## src/rtl/sb_pkg.sv

```systemverilog
// Shared definitions for the scoreboard/issue controller: default sizes,
// functional-unit tag constants and tag helper functions.
package sb_pkg;

    localparam int NUM_FU = 3;
    localparam int REG_AW = 5;
    localparam int MAX_FU = 32;

    // Tag values for the default three-unit configuration; 0 means "ready".
    localparam int FU_ALU = 1;
    localparam int FU_MUL = 2;
    localparam int FU_LSU = 3;

    function automatic int tag_w(input int n);
        return $clog2(n + 1);
    endfunction

    // One-hot FU select to producer tag (bit i -> i+1, all zero -> 0).
    function automatic int unsigned onehot2tag(input logic [MAX_FU-1:0] oh);
        int unsigned t;
        t = 0;
        for (int i = 0; i < MAX_FU; i++) begin
            if (oh[i]) t = i + 1;
        end
        return t;
    endfunction

endpackage

```

## src/rtl/sb_src_lookup.sv

```systemverilog
// Source-operand tag lookup: reads the producer tag for one source register
// and forces it to 0 when that producer broadcasts the register this cycle.
module sb_src_lookup
    import sb_pkg::*;
#(
    parameter int NUM_FU   = 3,
    parameter int NUM_REGS = 32,
    parameter int REG_AW   = 5,
    parameter int TAG_W    = 2
) (
    input  logic [REG_AW-1:0]                 rs,
    input  logic [NUM_REGS-1:0]               pend,
    input  logic [NUM_REGS-1:0][TAG_W-1:0]    tag,
    input  logic [NUM_FU-1:0]                 wb_valid,
    input  logic [NUM_FU*REG_AW-1:0]          wb_rd,
    output logic [TAG_W-1:0]                  src_tag
);

    logic bypass;

    always_comb begin
        bypass = 1'b0;
        for (int i = 0; i < NUM_FU; i++) begin
            if (wb_valid[i] && wb_rd[i*REG_AW +: REG_AW] == rs && tag[rs] == TAG_W'(i + 1))
                bypass = 1'b1;
        end
        src_tag = (rs != '0 && pend[rs] && !bypass) ? tag[rs] : '0;
    end

endmodule

```

## src/rtl/scoreboard_issue.sv

```systemverilog
// Scoreboard and issue controller: per-register pending/producer-tag table,
// WAW/structural/hold issue gating, FU load strobes and a pending counter.
module scoreboard_issue
    import sb_pkg::*;
#(
    parameter int NUM_FU   = sb_pkg::NUM_FU,
    parameter int NUM_REGS = 32,
    parameter int REG_AW   = sb_pkg::REG_AW,
    parameter int TAG_W    = tag_w(NUM_FU)
) (
    input  logic                              clk,
    input  logic                              rst_n,
    input  logic                              issue_valid,
    input  logic [NUM_FU-1:0]                 issue_fu,
    input  logic [REG_AW-1:0]                 rs1,
    input  logic [REG_AW-1:0]                 rs2,
    input  logic [REG_AW-1:0]                 rd,
    input  logic                              rd_we,
    input  logic                              hold,
    input  logic [NUM_FU-1:0]                 fu_busy,
    input  logic [NUM_FU-1:0]                 wb_valid,
    input  logic [NUM_FU*REG_AW-1:0]          wb_rd,
    output logic                              issue_ready,
    output logic                              stop_fetch,
    output logic [NUM_FU-1:0]                 fu_load,
    output logic [TAG_W-1:0]                  src1_tag,
    output logic [TAG_W-1:0]                  src2_tag,
    output logic                              idle,
    output logic [$clog2(NUM_REGS+1)-1:0]     pending_count
);

    localparam int CW = $clog2(NUM_REGS + 1);

    logic [NUM_REGS-1:0]             pend_q, pend_d;
    logic [NUM_REGS-1:0][TAG_W-1:0]  tag_q, tag_d;
    logic [CW-1:0]                   count_q, count_d;

    logic [NUM_REGS-1:0] clr;
    logic [CW-1:0]       n_clr;
    logic                waw, fu_ok, set_en, wb_dup;
    logic [TAG_W-1:0]    new_tag;

    sb_src_lookup #(.NUM_FU(NUM_FU), .NUM_REGS(NUM_REGS), .REG_AW(REG_AW), .TAG_W(TAG_W)) u_src1 (
        .rs(rs1), .pend(pend_q), .tag(tag_q), .wb_valid(wb_valid), .wb_rd(wb_rd), .src_tag(src1_tag)
    );

    sb_src_lookup #(.NUM_FU(NUM_FU), .NUM_REGS(NUM_REGS), .REG_AW(REG_AW), .TAG_W(TAG_W)) u_src2 (
        .rs(rs2), .pend(pend_q), .tag(tag_q), .wb_valid(wb_valid), .wb_rd(wb_rd), .src_tag(src2_tag)
    );

    always_comb begin
        clr    = '0;
        n_clr  = '0;
        wb_dup = 1'b0;
        // Only the current producer may retire an entry; stale writebacks are ignored.
        for (int i = 0; i < NUM_FU; i++) begin
            if (wb_valid[i] && pend_q[wb_rd[i*REG_AW +: REG_AW]] &&
                tag_q[wb_rd[i*REG_AW +: REG_AW]] == TAG_W'(i + 1))
                clr[wb_rd[i*REG_AW +: REG_AW]] = 1'b1;
            for (int j = i + 1; j < NUM_FU; j++) begin
                if (wb_valid[i] && wb_valid[j] &&
                    wb_rd[i*REG_AW +: REG_AW] == wb_rd[j*REG_AW +: REG_AW])
                    wb_dup = 1'b1;
            end
        end
        for (int r = 0; r < NUM_REGS; r++) begin
            n_clr = n_clr + CW'(clr[r]);
        end
    end

    always_comb begin
        waw         = rd_we && rd != '0 && pend_q[rd] && !clr[rd];
        fu_ok       = (issue_fu & fu_busy) == '0;
        issue_ready = rst_n && issue_valid && !hold && fu_ok && !waw;
        stop_fetch  = rst_n && issue_valid && !issue_ready;
        fu_load     = issue_fu & {NUM_FU{issue_ready}};
        idle        = !rst_n || (pend_q == '0 && fu_busy == '0);
        new_tag     = TAG_W'(onehot2tag(MAX_FU'(issue_fu)));
        set_en      = issue_ready && rd_we && rd != '0 && issue_fu != '0;
    end

    always_comb begin
        pend_d = pend_q & ~clr;
        tag_d  = tag_q;
        // The issue is applied after the clears so a same-cycle reissue wins.
        if (set_en) begin
            pend_d[rd] = 1'b1;
            tag_d[rd]  = new_tag;
        end
        count_d = count_q + CW'(set_en) - n_clr;
    end

    // NOTE: the table is a flop array with async reset so a mid-run reset drops all pending state at once.
    always_ff @(posedge clk or negedge rst_n) begin
        if (!rst_n) begin
            pend_q  <= '0;
            tag_q   <= '0;
            count_q <= '0;
        end else begin
            pend_q  <= pend_d;
            tag_q   <= tag_d;
            count_q <= count_d;
        end
    end

    assign pending_count = count_q;

    a_fu_onehot: assert property (@(posedge clk) disable iff (!rst_n)
        issue_valid |-> $onehot0(issue_fu));
    a_we_needs_fu: assert property (@(posedge clk) disable iff (!rst_n)
        (issue_valid && rd_we) |-> issue_fu != '0);
    a_wb_unique: assert property (@(posedge clk) disable iff (!rst_n) !wb_dup);

endmodule

```

## config.mk

```make
export PLATFORM = sky130hd
export DESIGN_NAME = scoreboard_issue
export DESIGN_NICKNAME = d
export VERILOG_FILES = /design/src/rtl/sb_pkg.sv /design/src/rtl/sb_src_lookup.sv /design/src/rtl/scoreboard_issue.sv
export SDC_FILE = /design/constraint.sdc
export NUM_CORES = 1
export LEC_CHECK = 0
export BUFFER_PORTS_ARGS = -buffer_cell sky130_fd_sc_hd__buf_2
export CAP_MARGIN = 0
export CORE_UTILIZATION = 25
export CTS_CLUSTER_SIZE = 12
export DETAILED_ROUTE_END_ITERATION = 10
export GPL_TIMING_DRIVEN = 0
export SYNTH_ARGS = -nofsm -noshare
export SYNTH_HDL_FRONTEND = slang
export SYNTH_SLANG_ARGS = --single-unit
```

## constraint.sdc

```tcl
create_clock -name clk -period 17.3 [get_ports clk]
set_clock_uncertainty 0.05 [all_clocks]
set_input_delay 3.46 -clock clk [delete_from_list [all_inputs] [get_ports clk]]
set_output_delay 3.46 -clock clk [all_outputs]
set_load 0.02 [all_outputs]
```

# Word level (Yosys, flattened, before mapping)
# Cells that the tools add are included.
[word_totals]
reg_bits = 102
output_inout_bits = 16
word_cells = 202
[classes]
n_addsub = 33
n_lt_le_gt_ge = 10
eq_ne = 15
mux = 50
n_bitwise = 7
reduce_logical = 53
[ops]
columns = ["cell", "n"]
rows = [
  ["$add A6 B1 Y6", 27],
  ["$mux W32", 4],
  ["$or A32 B32 Y32", 3],
  ["$bwmux W64", 1],
  ["$bmux W2 S5", 5],
  ["$logic_and A1 B1 Y1", 38],
  ["$lt A5 B6 Y1 const B", 6],
  ["$bmux W1 S5", 7],
  ["$and A32 B32 Y32", 1],
  ["$logic_not A32 Y1", 1],
  ["$not A32 Y32", 1],
  ["$eq A5 B5 Y1", 6],
  ["$demux W1 S5", 4],
  ["$ge A5 B1 Y1 const B", 4],
  ["$mux W2", 10],
  ["$mux W1", 18],
  ["$reduce_bool A5 Y1", 3],
  ["$eq A2 B2 Y1 const B", 6],
  ["$demux W2 S5", 1],
  ["$logic_not A1 Y1", 7],
  ["$add A5 B1 Y6", 1],
  ["$and A3 B3 Y3", 2],
  ["$eq A2 B1 Y1 const B", 3],
  ["$logic_not A3 Y1", 2],
  ["7 further kinds", 7],
]

# Longest topological paths before layout
# Gate-level depths: netlist (run 1).
[logic_depth]
word_depth = 41
ltp_mapped = 29
ltp_nobuf = 25

# Cells and area by module
# Synthesis (run 1) repeated with hierarchy kept, for this count alone.
[hier_totals]
hier_cells = 1205
area_unflattened_um2 = 12346.8
[by_module_without_submodules]
columns = ["mod", "instances", "cells_each", "area_each_um2", "seq_area_each_um2"]
rows = [
  ["scoreboard_issue", 1, 999, 10169.8, 2552.4],
  ["sb_src_lookup", 2, 103, 1088.5, 0.0],
]

# Worst setup path before layout (run 1)
# No wires, ideal clock.
[synth_timing]
path_type = "input to register"
from = "input wb_rd[0]"
to = "register count_q[5] (netlist: pending_count[5])"
setup_time_ps = 124
arrival_ps = 10064
required_time_ps = 17126
path_slack_ps = 7061
path_stages = 23
path_buffers = 2
cell_sequence = "buf_4 buf_4 mux4_2 a22oi_1 nand3_1 a21oi_2 nand2_4 nor4b_1 a221oi_1 fa_1 ha_1 fa_1 inv_1 fa_1 inv_1 fa_1 fa_1 fa_1 fa_1 ha_1 a21o_1 a21oi_1 xnor2_1"
[synth_between]
elab_chain_cells = 41
word_cells_on_any_way = 59
[synth_rtl]
columns = ["item", "line", "source"]
rows = [
  ["from (decl)", "scoreboard_issue.sv:22", "input logic [NUM_FU*REG_AW-1:0] wb_rd,"],
  ["$lt A5 B6 Y1 (implied by the code), or another cell as far along", "scoreboard_issue.sv:59", "clr[wb_rd[i*REG_AW +: REG_AW]] = 1'b1;"],
  ["$logic_and A1 B1 Y1 (implied by the code), or another cell as far along", "scoreboard_issue.sv:59", ""],
  ["$mux W1 (implied by the code), or another cell as far along", "scoreboard_issue.sv:59", ""],
  ["$demux W1 S5 or $logic_and A1 B1 Y1 (tied branches)", "scoreboard_issue.sv:59, scoreboard_issue.sv:57", ""],
  ["$mux W32 *", "scoreboard_issue.sv:57", "if (wb_valid[i] && pend_q[wb_rd[i*REG_AW +: REG_AW]] &&"],
  ["$or A32 B32 Y32 (no line)", "-", ""],
  ["$mux W32 *", "scoreboard_issue.sv:57", ""],
  ["$or A32 B32 Y32 (no line)", "-", ""],
  ["$mux W32 *", "scoreboard_issue.sv:57", ""],
  ["$add A1 B1 Y2", "scoreboard_issue.sv:67", "n_clr = n_clr + CW'(clr[r]);"],
  ["$add A2 B1 Y3", "scoreboard_issue.sv:67", ""],
  ["$add A3 B1 Y4", "scoreboard_issue.sv:67", ""],
  ["$add A4 B1 Y5", "scoreboard_issue.sv:67", ""],
  ["$add A5 B1 Y6", "scoreboard_issue.sv:67", ""],
  ["$add A6 B1 Y6 (26 in a row)", "scoreboard_issue.sv:67", ""],
  ["$sub A6 B6 Y6 *", "scoreboard_issue.sv:90", "count_d = count_q + CW'(set_en) - n_clr;"],
  ["net count_d[5]", "scoreboard_issue.sv:36", "logic [CW-1:0] count_q, count_d;"],
  ["to (signal assigned)", "scoreboard_issue.sv:102", "count_q <= count_d;"],
  ["to (decl)", "scoreboard_issue.sv:36", ""],
]
# Mark *: on every way through the listed nets, which the timed path passes. The rest lies on a longest branch. The select of a mux whose other input is x is not followed.
# A chain may end at the register's enable or synchronous reset.

# Worst setup path after layout (run 1)
[layout_timing]
from = "input wb_rd[7]"
to = "register count_q[5] (netlist: pending_count[5])"
[layout_between]
elab_chain_cells = 40
word_cells_on_any_way = 58
[layout_rtl]
columns = ["item", "line"]
rows = [
  ["$lt A5 B6 Y1 (implied by the code) or $ge A5 B1 Y1 (tied branches)", "scoreboard_issue.sv:59"],
  ["$logic_and A1 B1 Y1 (implied by the code)", "scoreboard_issue.sv:59"],
  ["$mux W1 (implied by the code)", "scoreboard_issue.sv:59"],
  ["$demux W1 S5", "scoreboard_issue.sv:59"],
  ["$or A32 B32 Y32 (no line)", "-"],
  ["$mux W32 *", "scoreboard_issue.sv:57"],
  ["$or A32 B32 Y32 (no line)", "-"],
  ["$mux W32 *", "scoreboard_issue.sv:57"],
  ["$add A1 B1 Y2", "scoreboard_issue.sv:67"],
  ["$add A2 B1 Y3", "scoreboard_issue.sv:67"],
  ["$add A3 B1 Y4", "scoreboard_issue.sv:67"],
  ["$add A4 B1 Y5", "scoreboard_issue.sv:67"],
  ["$add A5 B1 Y6", "scoreboard_issue.sv:67"],
  ["$add A6 B1 Y6 (26 in a row)", "scoreboard_issue.sv:67"],
  ["$sub A6 B6 Y6 *", "scoreboard_issue.sv:90"],
  ["net count_d[5]", "scoreboard_issue.sv:36"],
]
# Marked as above.

==> results of run 1 <==
==> cell type report <==
type | count | area, um2 | share of cell area
repair buffers | 45 | 242.7 | 0.01762
inverters | 57 | 214.0 | 0.01553
diodes | 1 | 2.502 | 0.0001816
clock inverters | 7 | 88.84 | 0.006448
clock buffers | 9 | 225.2 | 0.01635
plain buffers | 107 | 604.3 | 0.04387
well taps | 664 | 830.8 | 0.06030
multi-input cells | 866 | 9016 | 0.6544
flip-flops and latches | 102 | 2552 | 0.1853
==> registers in the layout, indices dropped and copies added, names as in the netlist <==
signal and cells:
tag_q 64, pend_q 32, pending_count 6
==> power groups by stage <==
stage	sequential (mW)	combinational (mW)	clock, mW
5_1_grt	0.290	0.353	0.221
3_5_place_dp	0.292	0.314	0
2_1_floorplan	0.286	0.220	0
4_1_cts	0.287	0.317	0.214
3_3_place_gp	0.291	0.306	0
6_report	0.290	0.313	0.210
==> layer usage <==
layer,GRT usage,vias up
met5,0,-
met4,0.08734,2
met3,0.04455,126
met2,0.3144,828
met1,0.2822,5510
li1,-,4565
==> cells by family after synthesis <==
| group | share of synthesized area |
|---|---|
| multiplexers | 0.3212 |
| flip-flops | 0.2061 |
| buffers and inverters | 0.06606 |
| XOR/XNOR | 0.02899 |
| AND/OR/NAND/NOR | 0.1444 |
| AO/OA/AOI/OAI | 0.1551 |
| adder cells (fa/ha/maj) | 0.07818 |
==> worst reg2reg max path: stages, from the launching register on <==
cell and delay [ns]:
dfrtp_1 0.52, mux4_2 0.60, a22oi_1 0.29, nand3_1 0.13, a21oi_2 0.32, nand2_4 0.14, nor4b_1 1.00, a221oi_1 0.43
fa_1 0.60, ha_1 0.22, fa_1 0.51, inv_1 0.06, fa_1 0.52, fa_1 0.42, inv_1 0.08, fa_1 0.46
fa_1 0.46, fa_1 0.50, ha_1 0.31, a21o_1 0.16, a21oi_1 0.17, xnor2_1 0.13
==> cell usage in the layout (no fill, tap or decap), types with 29 or more instances in the layout <==
cell type	instances
clkbuf_1	43
dfrtp_1	102
fa_1	29
nand2_1	35
buf_2	67
nand4_1	40
mux2_4	56
inv_1	56
mux4_2	84
mux2i_1	111
o22ai_1	37
ha_1	31
nor4_1	34
==> path summary, 6_finish.rpt <==
kind,startpoint,depth (start not counted),end,slack [ns]
min in group asynchronous,rst_n,1,tag_q[1],3.13
worst min-delay path,tag_q[1],1,tag_q[1],0.58
max in group asynchronous,rst_n,2,pend_q[18],13.35
worst min register to register,tag_q[1],1,tag_q[1],0.58
worst max register to register,tag_q[39],21,pending_count[5],9.15
worst max-delay path,wb_rd[7],25,pending_count[5],5.58
==> metrics by stage <==
step                  util  cells  instance area (um2)  worst slack, ns  hold slack (ns)
floorplan                -   1132                12390            7.061           0.4467
global placement    0.2745   1840                13440            5.333           0.5485
detailed placement  0.2750   1841                13460            5.434           0.5573
CTS                 0.2814   1857                13770            5.787           0.5743
global route        0.2814   1857                13770            5.358           0.6003
finish              0.2814   1858                13780            5.580           0.5798
==> impl_metrics.tcl, run 1 <==
set metrics [dict create \
    slew_headroom 0.1841 \
    p_sw_uw 318.0 \
    area_growth_pct 11.22 \
    synth_seq_area_share 0.2061 \
    async_flop_share 1.000 \
    wl_um 52600 \
    period_share 0.6774 \
    powerDensity_nw_per_um2 59.04 \
    ctsRootBufferMaster "clkbuf_16" \
    vias 11030 \
    synth_cell_types 86 \
    worstPathRequired_ns 17.53 \
    num_rows 81 \
    yosysWarningCount 0 \
    dieArea_um2 50440 \
    die_w_um 224.6 \
    netlist_area_um2 12390 \
    fmaxAchievable_mhz 85.33 \
    dr.max_layer_used "met5" \
    globalplace.congestion 1.042 \
    hp-class "reg2reg" \
    rsz0062_at_grt "no" \
    h-tree-depth 3 \
    clock_power_share 0.258 \
    cts_resized 0 \
    netlist.top_cell.by_area "dfrtp_1" \
    grtUsageTotal 0.2068 \
    grt_pass1_vias 10700 \
    core_area_um2 48950 \
    numPortBuffers 44 \
    ant_nets 0 \
    die_h_um 224.6 \
    period_needed_ns 11.72 \
    drive_gt1_frac 0.2666 \
    status "finished, final reports clean" \
    finalSetupViolCount 0 \
    swShare 0.3909 \
    critPathMaxFanout 10 \
    clk_path_buf_depth 2 \
    numCtsBuffers 9 \
    vdd.ir_drop.worst_uv 64.64 \
    ys.flop_type "dfrtp_1" \
    p_leak_nw 5.509 \
    grt_pass1_wl_um 75930 \
    cts_setup_buffers 0 \
    drt_iter0_drc 1481 \
    combinationalPowerShare 0.385 \
    grt_overflow_total 0 \
    final_nets 1292 \
    postSynthAreaPerCell_um2 10.94 \
    clk_pin_slew_ns 0.09 \
    dp.final_hpwl_um 42860 \
    met3_wirelength_um 5725 \
    start_util 0.2530 \
    p_int_uw 495.4 \
    wl_met2_um 22690 \
    hold_buffers 0 \
    pin_count 60 \
    path_buf_inv 5 \
    ys_ff_latch 102 \
    cts_tree "done" \
    seqPwrFrac 0.357 \
    wl_met1_um 21810 \
    max_stage_delay_ns 0.68 \
    hold_viol_final 0 \
    crit_type "in2reg" \
    synth.top_cells.by_count "111 x mux2i_1, 102 x dfrtp_1, 84 x mux4_2, 56 x inv_1, 56 x mux2_4" \
    synth_top_cell_area_share 0.2061 \
    fillCellCount 5063 \
    detail_route.wl_per_cell_um 28.31 \
    drt-pass1-iter-count 6 \
    postSynthCellCount 1132 \
    synth_most_common_cell "mux2i_1" \
    finalPower_uw 813.4 \
    clock_latency_ns 0.36 \
    synth_edf_count 0 \
    clkSinkCount 102 \
    synth_nets 1236 \
    antenna_found_initial 1 \
    grt_max_degree 63 \
    routed_via_density 5.937 \
    max-cap-violations 0 \
    tns_ns 0 \
    ys_top_cells_by_area "dfrtp_1 21%, mux4_2 15%, mux2i_1 9.0%" \
    slew_viol_final 0 \
    cpMostUsedCell "fa_1" \
    crit_arrival_ns 11.95 \
    cp-end-kind "register" \
    drc_errors 0 \
    critPathLaunchType "primary input" \
    worst_slew_pin_slew_ns 1.207 \
    cp_slowest_cell "nor2_1" \
    critPathTopFamily "adder cells" \
]
(Power assumes the default switching activity.)
==> run 2: changes to the inputs <==
clock period = 10.1 ns   (was 17.3 ns; I/O delays follow)
==> run 2 against run 1 <==
  * Core utilization about the same
  * Design area increased by 0.14%
  * Clock power increased by 71%
  * Count of clock-buffer cells in the layout unchanged
  * Sequential share of layout area about the same
  * Wire length about the same
  * Die area unchanged
  * Flip-flop and latch count unchanged
  * Sequential power increased by 71%
  * Critical endpoint unchanged
  * Largest cell class unchanged
  * Highest routed layer unchanged
==> impl_metrics.tcl, run 2 (synthesized netlist as in run 1, its figures left out) <==
set metrics [dict create \
    clock_latency_ns 0.36 \
    clock_power_share 0.258 \
    finalSetupViolCount 0 \
    postLayoutCoreUtil 0.2818 \
    area_growth_pct 11.37 \
    numCtsBuffers 9 \
    p_leak_nw 5.519 \
    grt_max_degree 63 \
    largest_register_ff_count 64 \
    multi_input_area_um2 9037 \
    globalplace.congestion 1.042 \
    max-cap-violations 0 \
    drt-pass1-iter-count 5 \
    clk_path_buf_depth 2 \
    swShare 0.3906 \
    grt_pass1_wl_um 75930 \
    detail_route.wl_per_cell_um 28.30 \
    dieArea_um2 50440 \
    fin_area_um2 13800 \
    period_share 0.9709 \
    drt_iter0_drc 1544 \
    seqPwrFrac 0.356 \
    regArea_um2 2552 \
    vdd.ir_drop.worst_uv 110.9 \
    ant_nets 0 \
    powerDensity_nw_per_um2 101.0 \
    die_h_um 224.6 \
    fmaxAchievable_mhz 102.0 \
    cpMostUsedCell "fa_1" \
    whs_ns 0.5748 \
    final_common_cell "mux2i_1" \
    die_w_um 224.6 \
    final_cell_mix "111 x mux2i_1, 102 x dfrtp_1, 84 x mux4_2" \
    finalPower_mw 1.394 \
    final_nets 1292 \
    cts_tree "done" \
    combinationalPowerShare 0.386 \
    vias 10990 \
    h-tree-depth 3 \
    crit_type "in2reg" \
    hp-class "reg2reg" \
    regMostFlops "tag_q" \
    r2r_cells 21 \
    crit_arrival_ns 10.03 \
    start_util 0.2530 \
    rsz0062_at_grt "no" \
    grtUsageTotal 0.2068 \
    wl_um 52550 \
    slew_headroom 0.1567 \
    startpoint "wb_rd[7]" \
    cp-end-kind "register" \
    place_ws_ns -0.3258 \
    pin_count 60 \
    grt_overflow_total 0 \
    worst_setup_path_endpoint "pending_count[5]" \
    antenna_cells 0 \
    rr_endpoint "pending_count[5]" \
    period_needed_ns 9.806 \
    clkSinkCount 102 \
    worst_slew_pin_slew_ns 1.247 \
    critPathMaxFanout 10 \
    drc_errors 0 \
    cp_slowest_cell "nor4b_2" \
    p_sw_uw 544.4 \
    ctsRootBufferMaster "clkbuf_16" \
    critPathLaunchType "primary input" \
    worstPathRequired_ns 10.33 \
    antenna_found_initial 1 \
    core_area_um2 48950 \
    detailed_place.area_um2 13460 \
    r2r_start "tag_q[39]" \
    hold_viol_final 0 \
    num_rows 81 \
    drive_gt1_frac 0.2691 \
    slew_viol_final 0 \
    routed_via_density 5.919 \
    p_int_uw 849.3 \
    hold_buffers 0 \
    max_stage_delay_ns 0.65 \
    fin_ws_ns 0.2944 \
    rrSetupSlack_ns 1.93 \
    fillCellCount 5065 \
    numPortBuffers 44 \
    clk_pin_slew_ns 0.09 \
    dp.final_hpwl_um 42860 \
    status "finished, final reports clean" \
    grt_pass1_vias 10700 \
]
-- run 2: power groups by stage --
stage	Sequential [mW]	Combinational [mW]	Clock [mW]
final	0.496	0.538	0.359
after global routing	0.497	0.605	0.379
after CTS	0.492	0.542	0.366
after detailed placement	0.500	0.538	0
after global placement	0.499	0.524	0
after floorplan	0.489	0.377	0
-- run 2: metrics by stage --
step	std cells	setup TNS, ns
5_1_grt	1857	0
3_3_place_gp	1840	-1.209
6_report	1857	0
4_1_cts	1857	0
2_1_floorplan	1132	0
3_5_place_dp	1841	-0.9545
-- run 2: timing repair --
item                                    4_1_cts  5_1_grt
resized for setup                             0        4
setup buffers                                 0        0
endpoints found under the setup margin        0        3
-- run 2: worst max-delay path, delay by kind of cell --
kind | cells | cell delay, ns
AOI/OAI and AO/OA | 6 | 1.48
and+or+nand+nor | 4 | 1.73
buffers and inverters | 6 | 1.05
xor gates and xnor gates | 1 | 0.13
adders and majority gates | 9 | 3.61
-- run 2: worst min path at each step --
| stage | start | to | slack, ns | cells past startpoint |
|---|---|---|---|---|
| final | tag_q[1] | tag_q[1] | 0.57 | 1 |
| after global routing | tag_q[0] | tag_q[0] | 0.60 | 1 |
| after CTS | tag_q[0] | tag_q[0] | 0.57 | 1 |
| after detailed placement | tag_q[0] | tag_q[0] | 0.56 | 1 |
| after global placement | tag_q[1] | tag_q[1] | 0.55 | 1 |
| after floorplan | tag_q[1] | tag_q[1] | 0.45 | 1 |
-- run 2: cell type report --
class | count | share of cell area
buffer | 107 | 0.04381
clock inverter | 7 | 0.006439
sequential | 102 | 0.1850
multi-input combinational | 866 | 0.6551
inverter | 57 | 0.01551
clock buffer | 9 | 0.01633
timing repair buffer | 45 | 0.01759
tap | 664 | 0.06022
-- run 2: layer usage --
| layer | vias up | share of wire | GRT usage |
|---|---|---|---|
| met5 | - | 0.00019 | 0 |
| met4 | 2 | 0.047 | 0.08734 |
| met3 | 135 | 0.11 | 0.04455 |
| met2 | 825 | 0.43 | 0.3144 |
| met1 | 5465 | 0.41 | 0.2822 |
| li1 | 4565 | - | - |
==> run 3: changes to the inputs <==
CELL_PAD_IN_SITES_DETAIL_PLACEMENT = 1   (was unset)
CELL_PAD_IN_SITES_GLOBAL_PLACEMENT = 2   (was unset)
CTS_CLUSTER_DIAMETER = 40   (was unset)
PLACE_DENSITY_LB_ADDON = 0.1   (was unset)
==> run 3 against run 2 <==
  * Design area up 0.52%
  * Flip-flop and latch count unchanged
  * Die area unchanged
  * Count of clock-buffer cells in the layout unchanged
  * Wire length up 19%
  * Combinational power up 1%
  * Setup slack better by 0.039 ns
  * Clock power up 3%
  * First-iteration DRC count down 36%
  * Via count down 2.8%
  * Register-to-register slack better by 0.09 ns
  * Worst hold slack worse by 0.013 ns
  * Critical path type unchanged
==> impl_metrics.tcl, run 3 (synthesized netlist as in run 1, its figures left out) <==
set metrics [dict create \
    max_stage_delay_ns 0.97 \
    cp-end-kind "register" \
    antenna_found_initial 0 \
    num_rows 81 \
    antenna_cells 0 \
    status "finished, final reports clean" \
    h-tree-depth 3 \
    die_h_um 224.6 \
    period_share 0.9670 \
    crit_type "in2reg" \
    hp-class "reg2reg" \
    grtUsageTotal 0.2526 \
    max-cap-violations 0 \
    cts_tree "done" \
    ant_nets 0 \
    largest_register_ff_count 64 \
    detail_route.wl_per_cell_um 33.63 \
    start_util 0.2530 \
    regMostFlops "tag_q" \
    wl_um 62520 \
    crit_arrival_ns 10.02 \
    die_w_um 224.6 \
    numCtsBuffers 9 \
    r2r_start "pend_q[7]" \
    dp.final_hpwl_um 50940 \
    core_area_um2 48950 \
    clock_latency_ns 0.38 \
    rr_endpoint "pending_count[5]" \
    drt_iter0_drc 990 \
    grt_max_degree 70 \
    numPortBuffers 44 \
    cpMostUsedCell "fa_1" \
    routed_via_density 5.750 \
    worstPathRequired_ns 10.35 \
    area_growth_pct 11.95 \
    drt-pass1-iter-count 7 \
    cp_slowest_cell "a221oi_1" \
    globalplace.congestion 0.9402 \
    period_needed_ns 9.767 \
    ctsRootBufferMaster "clkbuf_16" \
    r2r_cells 25 \
    clkSinkCount 102 \
    dieArea_um2 50440 \
    clk_path_buf_depth 2 \
    grt_overflow_total 0 \
    powerDensity_nw_per_um2 102.3 \
    worst_slew_pin_slew_ns 1.431 \
    rrSetupSlack_ns 2.02 \
    min_from "tag_q[1]" \
    finalSetupViolCount 0 \
    fmaxAchievable_mhz 102.4 \
    holdPathStages 1 \
    rsz0062_at_grt "no" \
    slew_viol_final 0 \
    final_nets 1294 \
    final_common_cell "mux2i_1" \
    grt_pass1_wl_um 89090 \
    critPathMaxFanout 10 \
    whs_ns 0.5619 \
    pin_count 60 \
    critPathLaunchType "primary input" \
    slew_headroom 0.03751 \
    vdd.ir_drop.worst_uv 71.77 \
    vias 10690 \
    grt_pass1_vias 11160 \
    drive_gt1_frac 0.2753 \
    hold_buffers 0 \
    final_cell_mix "111 x mux2i_1, 102 x dfrtp_1, 84 x mux4_2" \
    min_to "tag_q[1]" \
    hold_viol_final 0 \
    drc_errors 0 \
    finalPower_mw 1.419 \
    p_leak_nw 5.558 \
    clk_pin_slew_ns 0.09 \
]
run 3: changes by cell type in the layout (fill, tap and decap cells not counted), sizes merged:
cell    delta
buf        +3
clkbuf     -1
clkinv     -1
inv        +1
run 3: repair_timing:
| action | 4_1_cts | 5_1_grt |
|---|---|---|
| hold endpoints to repair | 0 | 0 |
| gates resized for setup | 3 | 7 |
| buffers inserted | 0 | 3 |
| endpoints found under the setup margin | 3 | 3 |
| pin swaps | 0 | 2 |
run 3: power by group:
part / switching [mW] / leakage, nW / internal (mW)
registers: 0.0671 / 1.38 / 0.439
logic: 0.314 / 4.03 / 0.230
clock network: 0.190 / 0.151 / 0.178
run 3: worst max path at each step:
stage               startpoint          endpoint  slack [ns]
floorplan             wb_rd[0]  pending_count[5]        1.30
global placement      wb_rd[7]  pending_count[5]       -0.57
detailed placement    wb_rd[7]  pending_count[5]       -0.48
CTS                   wb_rd[7]  pending_count[5]        0.09
global route          wb_rd[8]  pending_count[5]        0.05
finish                wb_rd[6]  pending_count[5]        0.33
run 3: routing by layer:
| metal | vias to the layer above | track usage | wire [um] |
|---|---|---|---|
| met4 | 0 | 0.08317 | 2031 |
| met2 | 422 | 0.4065 | 28950 |
| li1 | 4539 | - | - |
| met3 | 91 | 0.02809 | 3481 |
| met5 | - | 0 | 0 |
| met1 | 5637 | 0.3518 | 28060 |
run 3: final cells by class:
| cell class | instances | area [um2] |
|---|---|---|
| plain buffers | 106 | 600.6 |
| clock buffers | 9 | 225.2 |
| clock inverters | 7 | 83.83 |
| fillers | 5497 | 35080 |
| inverters | 57 | 214.0 |
| multi-input cells | 866 | 9084 |
| flip-flops and latches | 102 | 2552 |
| well taps | 664 | 830.8 |
| repair buffers | 48 | 276.5 |
run 3: metrics by stage:
stage                     instances  setup TNS [ns]  utilization  cell area, um2  worst slack [ns]
after floorplan                1132               0            -           12390             1.301
after global placement         1840          -1.607       0.2745           13440           -0.5714
after detailed placement       1841          -1.366       0.2752           13470           -0.4790
after CTS                      1857               0       0.2819           13800           0.08864
after global routing           1859               0       0.2833           13870           0.05480
final                          1859               0       0.2833           13870            0.3331
run 3: worst max-delay path, delay by kind of cell:
family | cells | cell delay, ns
compound gates | 7 | 2.32
xor+xnor | 1 | 0.13
fa+ha+maj | 9 | 3.48
buf+inv | 8 | 1.13
mux | 1 | 0.42
simple gates | 2 | 0.50
